$ cat config.mk
export PLATFORM = sky130hd
export DESIGN_NAME = mem_arbiter_flat
export DESIGN_NICKNAME = d
export VERILOG_FILES = /design/src/rtl/mem_arbiter_pkg.sv /design/src/rtl/mem_arbiter_if.sv /design/src/rtl/mem_arbiter_read_tag_pipe.sv /design/src/rtl/mem_arbiter.sv /design/src/flat_wrapper.sv
export SDC_FILE = /design/constraint.sdc
export NUM_CORES = 1
export LEC_CHECK = 0
export BUFFER_PORTS_ARGS = -buffer_cell sky130_fd_sc_hd__buf_2
export CAP_MARGIN = 10
export CORE_MARGIN = 10
export CORE_UTILIZATION = 35
export CTS_BUF_LIST = sky130_fd_sc_hd__clkbuf_8
export DETAILED_ROUTE_END_ITERATION = 8
export PLACE_DENSITY_LB_ADDON = 0.12
export SETUP_SLACK_MARGIN = 0.5
export SLEW_MARGIN = 10
export SYNTH_ARGS = -nofsm -noshare
export SYNTH_HDL_FRONTEND = slang
export SYNTH_HIERARCHICAL = 1
export SYNTH_SLANG_ARGS = --single-unit
$ cat constraint.sdc
create_clock -name clk -period 1.31 [get_ports clk]
set_input_delay 0.0655 -clock clk [delete_from_list [all_inputs] [get_ports clk]]
set_output_delay 0.0655 -clock clk [all_outputs]
set_load 0.005 [all_outputs]
$ cat src/rtl/mem_arbiter_pkg.sv
// Shared types for the CPU RAM arbiter.
//   AddrWidth / DataWidth : RAM geometry (12-bit address, 4-bit word)
//   mem_owner_t           : owner of a RAM cycle, also the grant_state encoding
//   read_tag_t            : {valid, owner} carried alongside each read in flight
package mem_arbiter_pkg;

   localparam int unsigned AddrWidth      = 12;
   localparam int unsigned DataWidth      = 4;
   localparam int unsigned StarveCntWidth = 8;

   typedef enum logic [1:0] {
      OWNER_IDLE = 2'd0,
      OWNER_CPU  = 2'd1,
      OWNER_AUX  = 2'd2
   } mem_owner_t;

   typedef struct packed {
      logic       valid;
      mem_owner_t owner;
   } read_tag_t;

endpackage

$ cat src/rtl/mem_arbiter_if.sv
// Bus bundle between the CPU, the aux requester, the arbiter and the RAM macro.
//   master : requester/RAM side (drives CPU and aux strobes, RAM read data)
//   slave  : arbiter side (drives RAM address/write controls, read returns, status)
interface mem_arbiter_if;
   import mem_arbiter_pkg::*;

   logic                 clk_en;
   logic                 cpu_read_en;
   logic                 cpu_write_en;
   logic [AddrWidth-1:0] cpu_addr;
   logic [DataWidth-1:0] cpu_write_data;
   logic [DataWidth-1:0] cpu_read_data;

   logic                 aux_req;
   logic                 aux_we;
   logic [AddrWidth-1:0] aux_addr;
   logic [DataWidth-1:0] aux_write_data;
   logic                 aux_ack;
   logic [DataWidth-1:0] aux_read_data;
   logic                 aux_rvalid;
   logic                 aux_starved;

   logic [1:0]           grant_state;

   logic [AddrWidth-1:0] ram_addr;
   logic                 ram_write_en;
   logic [DataWidth-1:0] ram_write_data;
   logic [DataWidth-1:0] ram_read_data;

   modport master (
      output clk_en, cpu_read_en, cpu_write_en, cpu_addr, cpu_write_data,
      output aux_req, aux_we, aux_addr, aux_write_data,
      output ram_read_data,
      input  cpu_read_data, aux_ack, aux_read_data, aux_rvalid, aux_starved,
      input  grant_state, ram_addr, ram_write_en, ram_write_data
   );

   modport slave (
      input  clk_en, cpu_read_en, cpu_write_en, cpu_addr, cpu_write_data,
      input  aux_req, aux_we, aux_addr, aux_write_data,
      input  ram_read_data,
      output cpu_read_data, aux_ack, aux_read_data, aux_rvalid, aux_starved,
      output grant_state, ram_addr, ram_write_en, ram_write_data
   );

endinterface

$ cat src/rtl/mem_arbiter_read_tag_pipe.sv
// Read tag pipeline: a Depth-stage shift register of {valid, owner}, one entry
// per RAM cycle. tag_out is the tag whose RAM data is on ram_read_data this cycle.
//   clk, reset_n : clock, async active-low clear (drops all tags in flight)
//   tag_in       : tag for the RAM cycle being issued now
//   tag_out      : tag leaving the pipe at the next edge
module mem_arbiter_read_tag_pipe
   import mem_arbiter_pkg::*;
#(
   parameter int unsigned Depth = 1
) (
   input  logic      clk,
   input  logic      reset_n,
   input  read_tag_t tag_in,
   output read_tag_t tag_out
);

   read_tag_t stage_q [Depth];

   always_ff @(posedge clk or negedge reset_n) begin
      if (!reset_n) begin
         for (int unsigned i = 0; i < Depth; i++) begin
            stage_q[i] <= '0;
         end
      end else begin
         stage_q[0] <= tag_in;
         for (int unsigned i = 1; i < Depth; i++) begin
            stage_q[i] <= stage_q[i-1];
         end
      end
   end

   assign tag_out = stage_q[Depth-1];

endmodule

$ cat src/rtl/mem_arbiter.sv
// CPU RAM arbiter: the CPU owns every cycle it strobes (with clk_en); the aux
// requester gets the remaining cycles via level req / one-cycle ack.
//   clk, reset_n : system clock, async active-low reset
//   bus (slave)  : CPU bus, aux req/ack bus, RAM macro port and status outputs
// Read returns: a read issued in cycle t has RAM data in cycle t+RAM_LATENCY;
// it is registered at the end of that cycle, so cpu_read_data / aux_rvalid
// change on the edge RAM_LATENCY edges after the issue edge.
module mem_arbiter
   import mem_arbiter_pkg::*;
#(
   parameter int unsigned RAM_LATENCY  = 1,
   parameter int unsigned STARVE_LIMIT = 255
) (
   input logic          clk,
   input logic          reset_n,
   mem_arbiter_if.slave bus
);

   localparam logic [StarveCntWidth-1:0] StarveMax = StarveCntWidth'(STARVE_LIMIT);

   logic                      cpu_slot;
   logic                      aux_grant;
   logic [AddrWidth-1:0]      ram_addr;
   logic                      ram_we;
   logic [DataWidth-1:0]      ram_wdata;
   logic [AddrWidth-1:0]      addr_q;
   mem_owner_t                grant_d, grant_q;
   read_tag_t                 tag_in, tag_out;
   logic [StarveCntWidth-1:0] starve_d, starve_q;
   logic [DataWidth-1:0]      cpu_rdata_q, aux_rdata_q;
   logic                      aux_rvalid_q;

   assign cpu_slot  = bus.clk_en & (bus.cpu_read_en | bus.cpu_write_en);
   assign aux_grant = ~cpu_slot & bus.aux_req;

   // RAM port mux. An unused cycle keeps the last address so the macro sees
   // no spurious address toggling.
   always_comb begin
      ram_addr  = addr_q;
      ram_we    = 1'b0;
      ram_wdata = bus.cpu_write_data;
      grant_d   = OWNER_IDLE;
      if (cpu_slot) begin
         ram_addr  = bus.cpu_addr;
         ram_we    = bus.cpu_write_en;
         ram_wdata = bus.cpu_write_data;
         grant_d   = OWNER_CPU;
      end else if (aux_grant) begin
         ram_addr  = bus.aux_addr;
         ram_we    = bus.aux_we;
         ram_wdata = bus.aux_write_data;
         grant_d   = OWNER_AUX;
      end
   end

   // A CPU cycle with both strobes is a write; it never also tags a read.
   always_comb begin
      tag_in.owner = grant_d;
      tag_in.valid = cpu_slot ? (bus.cpu_read_en & ~bus.cpu_write_en)
                              : (aux_grant & ~bus.aux_we);
   end

   mem_arbiter_read_tag_pipe #(
      .Depth (RAM_LATENCY)
   ) u_read_tag_pipe (
      .clk     (clk),
      .reset_n (reset_n),
      .tag_in  (tag_in),
      .tag_out (tag_out)
   );

   // Wait counter: counts cycles with an outstanding, unacknowledged request.
   always_comb begin
      starve_d = starve_q;
      if (!bus.aux_req || aux_grant) begin
         starve_d = '0;
      end else if (starve_q != StarveMax) begin
         starve_d = starve_q + 1'b1;
      end
   end

   always_ff @(posedge clk or negedge reset_n) begin
      if (!reset_n) begin
         addr_q       <= '0;
         grant_q      <= OWNER_IDLE;
         starve_q     <= '0;
         cpu_rdata_q  <= '0;
         aux_rdata_q  <= '0;
         aux_rvalid_q <= 1'b0;
      end else begin
         addr_q       <= ram_addr;
         grant_q      <= grant_d;
         starve_q     <= starve_d;
         aux_rvalid_q <= 1'b0;
         if (tag_out.valid) begin
            if (tag_out.owner == OWNER_AUX) begin
               aux_rdata_q  <= bus.ram_read_data;
               aux_rvalid_q <= 1'b1;
            end else begin
               cpu_rdata_q <= bus.ram_read_data;
            end
         end
      end
   end

   assign bus.ram_addr       = ram_addr;
   assign bus.ram_write_en   = ram_we;
   assign bus.ram_write_data = ram_wdata;
   assign bus.aux_ack        = aux_grant;
   assign bus.cpu_read_data  = cpu_rdata_q;
   assign bus.aux_read_data  = aux_rdata_q;
   assign bus.aux_rvalid     = aux_rvalid_q;
   assign bus.aux_starved    = (starve_q == StarveMax);
   assign bus.grant_state    = grant_q;

endmodule
$ cat src/flat_wrapper.sv
// flat-port wrapper written by rule: the top's interface ports become plain ports
module mem_arbiter_flat import mem_arbiter_pkg::*;
#(
   parameter int unsigned RAM_LATENCY  = 1,
   parameter int unsigned STARVE_LIMIT = 255
)
  (clk, reset_n, bus_clk_en, bus_cpu_read_en, bus_cpu_write_en, bus_cpu_addr, bus_cpu_write_data, bus_aux_req, bus_aux_we, bus_aux_addr, bus_aux_write_data, bus_ram_read_data, bus_cpu_read_data, bus_aux_ack, bus_aux_read_data, bus_aux_rvalid, bus_aux_starved, bus_grant_state, bus_ram_addr, bus_ram_write_en, bus_ram_write_data);
  mem_arbiter_if bus_i ();
  input logic clk;
  input logic reset_n;
  input wire logic [$bits(bus_i.clk_en)-1:0] bus_clk_en;
  input wire logic [$bits(bus_i.cpu_read_en)-1:0] bus_cpu_read_en;
  input wire logic [$bits(bus_i.cpu_write_en)-1:0] bus_cpu_write_en;
  input wire logic [$bits(bus_i.cpu_addr)-1:0] bus_cpu_addr;
  input wire logic [$bits(bus_i.cpu_write_data)-1:0] bus_cpu_write_data;
  input wire logic [$bits(bus_i.aux_req)-1:0] bus_aux_req;
  input wire logic [$bits(bus_i.aux_we)-1:0] bus_aux_we;
  input wire logic [$bits(bus_i.aux_addr)-1:0] bus_aux_addr;
  input wire logic [$bits(bus_i.aux_write_data)-1:0] bus_aux_write_data;
  input wire logic [$bits(bus_i.ram_read_data)-1:0] bus_ram_read_data;
  output wire logic [$bits(bus_i.cpu_read_data)-1:0] bus_cpu_read_data;
  output wire logic [$bits(bus_i.aux_ack)-1:0] bus_aux_ack;
  output wire logic [$bits(bus_i.aux_read_data)-1:0] bus_aux_read_data;
  output wire logic [$bits(bus_i.aux_rvalid)-1:0] bus_aux_rvalid;
  output wire logic [$bits(bus_i.aux_starved)-1:0] bus_aux_starved;
  output wire logic [$bits(bus_i.grant_state)-1:0] bus_grant_state;
  output wire logic [$bits(bus_i.ram_addr)-1:0] bus_ram_addr;
  output wire logic [$bits(bus_i.ram_write_en)-1:0] bus_ram_write_en;
  output wire logic [$bits(bus_i.ram_write_data)-1:0] bus_ram_write_data;
  assign bus_i.clk_en = bus_clk_en;
  assign bus_i.cpu_read_en = bus_cpu_read_en;
  assign bus_i.cpu_write_en = bus_cpu_write_en;
  assign bus_i.cpu_addr = bus_cpu_addr;
  assign bus_i.cpu_write_data = bus_cpu_write_data;
  assign bus_i.aux_req = bus_aux_req;
  assign bus_i.aux_we = bus_aux_we;
  assign bus_i.aux_addr = bus_aux_addr;
  assign bus_i.aux_write_data = bus_aux_write_data;
  assign bus_i.ram_read_data = bus_ram_read_data;
  assign bus_cpu_read_data = bus_i.cpu_read_data;
  assign bus_aux_ack = bus_i.aux_ack;
  assign bus_aux_read_data = bus_i.aux_read_data;
  assign bus_aux_rvalid = bus_i.aux_rvalid;
  assign bus_aux_starved = bus_i.aux_starved;
  assign bus_grant_state = bus_i.grant_state;
  assign bus_ram_addr = bus_i.ram_addr;
  assign bus_ram_write_en = bus_i.ram_write_en;
  assign bus_ram_write_data = bus_i.ram_write_data;
  mem_arbiter #(.RAM_LATENCY(RAM_LATENCY), .STARVE_LIMIT(STARVE_LIMIT)) u_core (.clk(clk), .reset_n(reset_n), .bus(bus_i));
endmodule
# After elaboration in Yosys (flattened, before gate mapping)
# Cells that the tools add are included.
[totals]
regBits = 32
latchBits = 0
mem_bits_rw = 0
rom_bits = 0
word_cells = 38
memories = 0
[classes]
n_addsub = 1
mul = 0
div = 0
magnitude_cmp = 0
n_eq_ne = 3
n_shift = 0
muxes = 13
bitwise_logic = 9
reduce_logical = 5
[ops]
columns = ["cell", "count"]
rows = [
  ["two-way mux 12 bit", 2],
  ["two-way mux 8 bit", 2],
  ["adder 8 x 1 -> 8 bit (second input constant)", 1],
  ["equality test 8 bit (second input constant)", 1],
  ["two-way mux 4 bit", 2],
  ["inequality test 8 bit (second input constant)", 1],
  ["two-way mux 1 bit", 5],
  ["bitwise AND 1 bit", 4],
  ["two-way mux 2 bit", 2],
  ["NOT 1 bit", 4],
  ["AND reduction 2 bit", 2],
  ["equality test 2 bit (second input constant)", 1],
  ["nonzero test 2 bit", 1],
  ["logical NOT 1 bit", 1],
  ["logical OR 1 bit", 1],
  ["OR 1 bit", 1],
]

# Depth between registers and ports, before layout
[logic_depth]
ltp_word = 6
depth_mapped = 4
depth_no_buf = 4

# Cells and area by module
# Netlist, hierarchy kept.
[by_module_without_submodules]
columns = ["module", "instances", "cells_per_inst", "area_each_um2", "seq_area_each_um2"]
rows = [
  ["mem_arbiter", 1, 133, 1481.4, 775.7],
  ["mem_arbiter_read_tag_pipe", 1, 3, 75.1, 75.1],
]

# Least setup slack after synthesis
# No wires, ideal clock.
[synth_path]
path_kind = "reg-to-reg"
start = "reg u_core.starve_q[0]"
end = "reg u_core.starve_q[3]"
setup_ns = 0.095
arrival_time_ns = 1.157
t_required_ns = 1.215
path_slack_ns = 0.058
path_stages_with_launch = 5
path_cell_list = "dfrtp_1 > ha_1 > and4_1 > a21oi_1 > a211oi_1"
[synth_between]
elab_chain_len = 3
[synth_rtl]
columns = ["item", "line_no", "source"]
rows = [
  ["start, declared", "mem_arbiter.sv:29", "logic [StarveCntWidth-1:0] starve_d, starve_q;"],
  ["start signal, assigned", "mem_arbiter.sv:93", "starve_q <= starve_d;"],
  ["adder 8 x 1 -> 8 bit", "mem_arbiter.sv:78", "starve_d = starve_q + 1'b1;"],
  ["two-way mux 8 bit", "mem_arbiter.sv:77", "end else if (starve_q != StarveMax) begin"],
  ["two-way mux 8 bit", "mem_arbiter.sv:75", "if (!bus.aux_req || aux_grant) begin"],
]
# Several ways; a longest one is shown, not always the timed one. The select of a mux whose other input is x is not followed.
# A chain may end at the register's enable or synchronous reset.

# Worst setup path after layout
# Same ends and word-level chain as after synthesis.

==> results by group <==
Global routing
  – Met3 usage: 6.29%
  – Busiest layer in global routing: met2
  – Vias in the first global route: 1,508
  – Largest net degree at the start of global routing: 35
  – Gr usage total: 11.5%
  – First-pass GRT wire length: 7.02 mm
  – Grt total ovfl: 0
  – Met2 Use GR: 19.5%
  – Met1 Track Usage GR: 11.6%
  – Initial antenna violation count: 0

Die
  – Die Width: 86.7 microns
  – Rows: 24
  – IO Pins: 73
  – Starting density of the core: 36.0%
  – Vert. Die Dim: 86.7 microns
  – Die Footprint: 0.00751 sq mm
  – Core area: 0.00432 sq mm

STA
  – RSZ-0062 raised after global routing: true
  – Max Freq: 794 MHz
  – Hold_ws: 27.5 ps
  – Slew margin rel.: 47.9%
  – Layout Skew: 2.81 ps
  – # setup viols final: 0
  – Actual slew at the worst max-slew pin: 778 ps
  – Count of final hold-check violations: 0
  – Setup ws final: 50.9 ps
  – Count of pins over their slew limit: 0
  – Crit path time final: 1260 ps
  – Final worst-path cycle share: 96.1%

Setup path
  – CP Data Arrival Time: 1390 ps
  – Required time of the critical path: 1440 ps
  – Slowest CP cell: dfrtp_1
  – Type of origin of the critical path: flop
  – Max stage delay on crit path: 410 ps
  – Critical setup path kind: reg2reg
  – Setup crit end kind: flop
  – Critical path cell sequence: ha_4 > buf_4 > and4_4 > a21oi_2 > a211oi_2
  – Crit Path Max Fanout: 4

CTS
  – Clk buf depth: 2
  – Root Buffer: clkbuf_8
  – Clk slew on worst S/H paths: 70 ps
  – CTS Sinks: 34
  – CTS buffer count: 5
  – CTS tree: done
  – Worst-Skew Late Latency: 280 ps
  – H-Tree Depth: 2

Placement
  – DP Wirelength: 3.15 mm
  – Setup WS pre-CTS: 111 ps
  – Gpl congestion: 0.714
  – Post-Place Cells: 259
  – IO buf count: 72

Logic synthesis
  – Post-synth cell types: 28
  – Most numerous cell in the Yosys netlist: dfrtp_1
  – Register area share after synthesis: 54.7%
  – Cell area after synthesis: 0.00156 sq mm
  – Yosys top cell area share: 54.7%
  – Synth top cells by count: dfrtp_1 (34), nor2_1 (15), a21oi_1 (14)
  – Top cell type by total area after synthesis: dfrtp_1
  – Synth async-reset ratio: 100%
  – Number of synthesized flops with an enable pin: 0
  – Cells taking the most area after synthesis: dfrtp_1 (55%), mux2_2 (8.7%), mux2i_1 (7.7%)
  – Ys Warns: 6
  – Syn Inst Count: 136
  – Syn nets: 180
  – Top_reg_cell synth: dfrtp_1
  – Flops & latches, synth: 34
  – Syn Area/Cell: 11.4 sq um

Finish
  – N_diodes: 0
  – Layout Nets: 284
  – Synthesis-to-finish area growth: 62.2%
  – Layout cells sized above 1: 62.7%
  – Final Non-Filler Cells: 293
  – Fillcell total: 407

Detailed routing
  – First-pass iteration count of the detailed router: 4
  – Drt total wl: 4.67 mm
  – Via count: 1,432
  – DRC viols: 0
  – First DRT Iteration DRCs: 77
  – Drt wl/cell: 15.9 microns
  – Via density: 4.89
  – Post-route ant nets: 0

Worst hold path
  – Min-Delay Path Class: in2reg

Run
  – Maxcap violations: 0

Pwr
  – P_int: 2.13 mW
  – Pleak: 1.25 nW
  – PwrDens: 1120 mW/mm^2
  – Overall power consumption: 2.83 mW
  – Sw Ratio: 24.8%
  – Logic pwr share: 23.5%
  – Maximum VDD drop: 652 uV
  – Sequential Power Share: 43.0%
  – Clock power share: 33.6%
  – Net Switching: 0.702 mW

Run status
  – Status: finished, final reports clean
state kept, by name, indices dropped and copies added (netlist names):
signal / flops
u_core/bus.grant_state: 2
u_core/bus.aux_read_data: 4
u_core/u_read_tag_pipe/tag_out: 3
u_core/starve_q: 8
u_core/bus.aux_rvalid: 1
u_core/bus.cpu_read_data: 4
u_core/addr_q: 12
cells by family (layout without fill, tap and decap cells):
family                   Yosys count  after routing  synth area share (%)
buffers and inverters             10            115                  4.26
AO/OA/AOI/OAI                     31             31                  12.6
flip-flops                        34             34                  54.7
multiplexers                      24             24                  16.4
AND/OR/NAND/NOR                   36             36                  11.3
adder cells (fa/ha/maj)            1              1                 0.804
path summary, 6_finish.rpt:
path	depth (start not counted)	end	start	slack (ps)
max	5	u_core/starve_q[3]	u_core/starve_q[0]	50
min	2	u_core/bus.cpu_read_data[1]	bus_ram_read_data[1]	30
max reg2reg	5	u_core/starve_q[3]	u_core/starve_q[0]	50
min reg2reg	1	u_core/bus.aux_read_data[2]	u_core/bus.aux_read_data[2]	510
max in group asynchronous	3	u_core/starve_q[2]	reset_n	620
min in group asynchronous	3	u_core/starve_q[4]	reset_n	340
power by group through the flow:
stage	clock (mW)	combinational (mW)	sequential, mW
floorplan	0	0.220	1.24
global placement	0	0.472	1.23
detailed placement	0	0.482	1.24
CTS	0.984	0.573	1.21
global route	1.04	0.728	1.23
finish	0.950	0.664	1.22
what timing repair did:
action | 4_1_cts | 5_1_grt
setup endpoints to repair | 45 | 55
resized for setup | 18 | 38
setup buffers | 20 | 5
cloned | 0 | 0
hold buffers | 1 | 0
hold endpoints to repair | 34 | 0
pin swaps | 20 | 7
critical path: cells and delay by family, from the launching register on:
kind,cells,cell delay (ps)
compound gates,2,220
fa+ha+maj,1,180
simple gates,1,160
flops,1,410
buf+inv,1,140
stage by stage:
stage | TNS, ps | area, sq um | util (%)
after floorplan | 0 | 1600 | -
after global placement | 0 | 2010 | 46.6
after detailed placement | 0 | 2010 | 46.6
after CTS | 0 | 2340 | 54.1
after global routing | -45.2 | 2520 | 58.4
final | 0 | 2520 | 58.4
layout make-up:
| cell class | count | area [sq um] | area share (%) |
|---|---|---|---|
| clock buffer | 5 | 68.8 | 2.73 |
| sequential | 34 | 853 | 33.8 |
| timing repair buffer | 103 | 676 | 26.8 |
| tap | 52 | 65.1 | 2.58 |
| inverter | 4 | 15.0 | 0.595 |
| clock inverter | 3 | 45.0 | 1.78 |
| multi-input combinational | 92 | 802 | 31.8 |
cells in the final DEF, fill, tap and decap left out, types with 2 or more instances in the layout:
cell type	instances
a211oi_2	2
a21boi_2	2
a21oi_1	7
a21oi_2	7
a31oi_1	6
and3_4	2
buf_2	66
buf_4	22
buf_6	12
clkbuf_8	5
clkinvlp_4	2
dfrtp_1	32
dfrtp_2	2
inv_2	3
mux2_4	12
mux2i_1	12
nand3_1	3
nor2_1	15
nor3_1	4
nor3_2	2
o21ai_4	2
routing by layer:
layer | wire length, microns | vias up
met1 | 1700 | 681
met5 | 0 | -
met3 | 448 | 5
met2 | 2480 | 47
met4 | 40 | 0
li1 | - | 699
(Power assumes the default switching activity.)
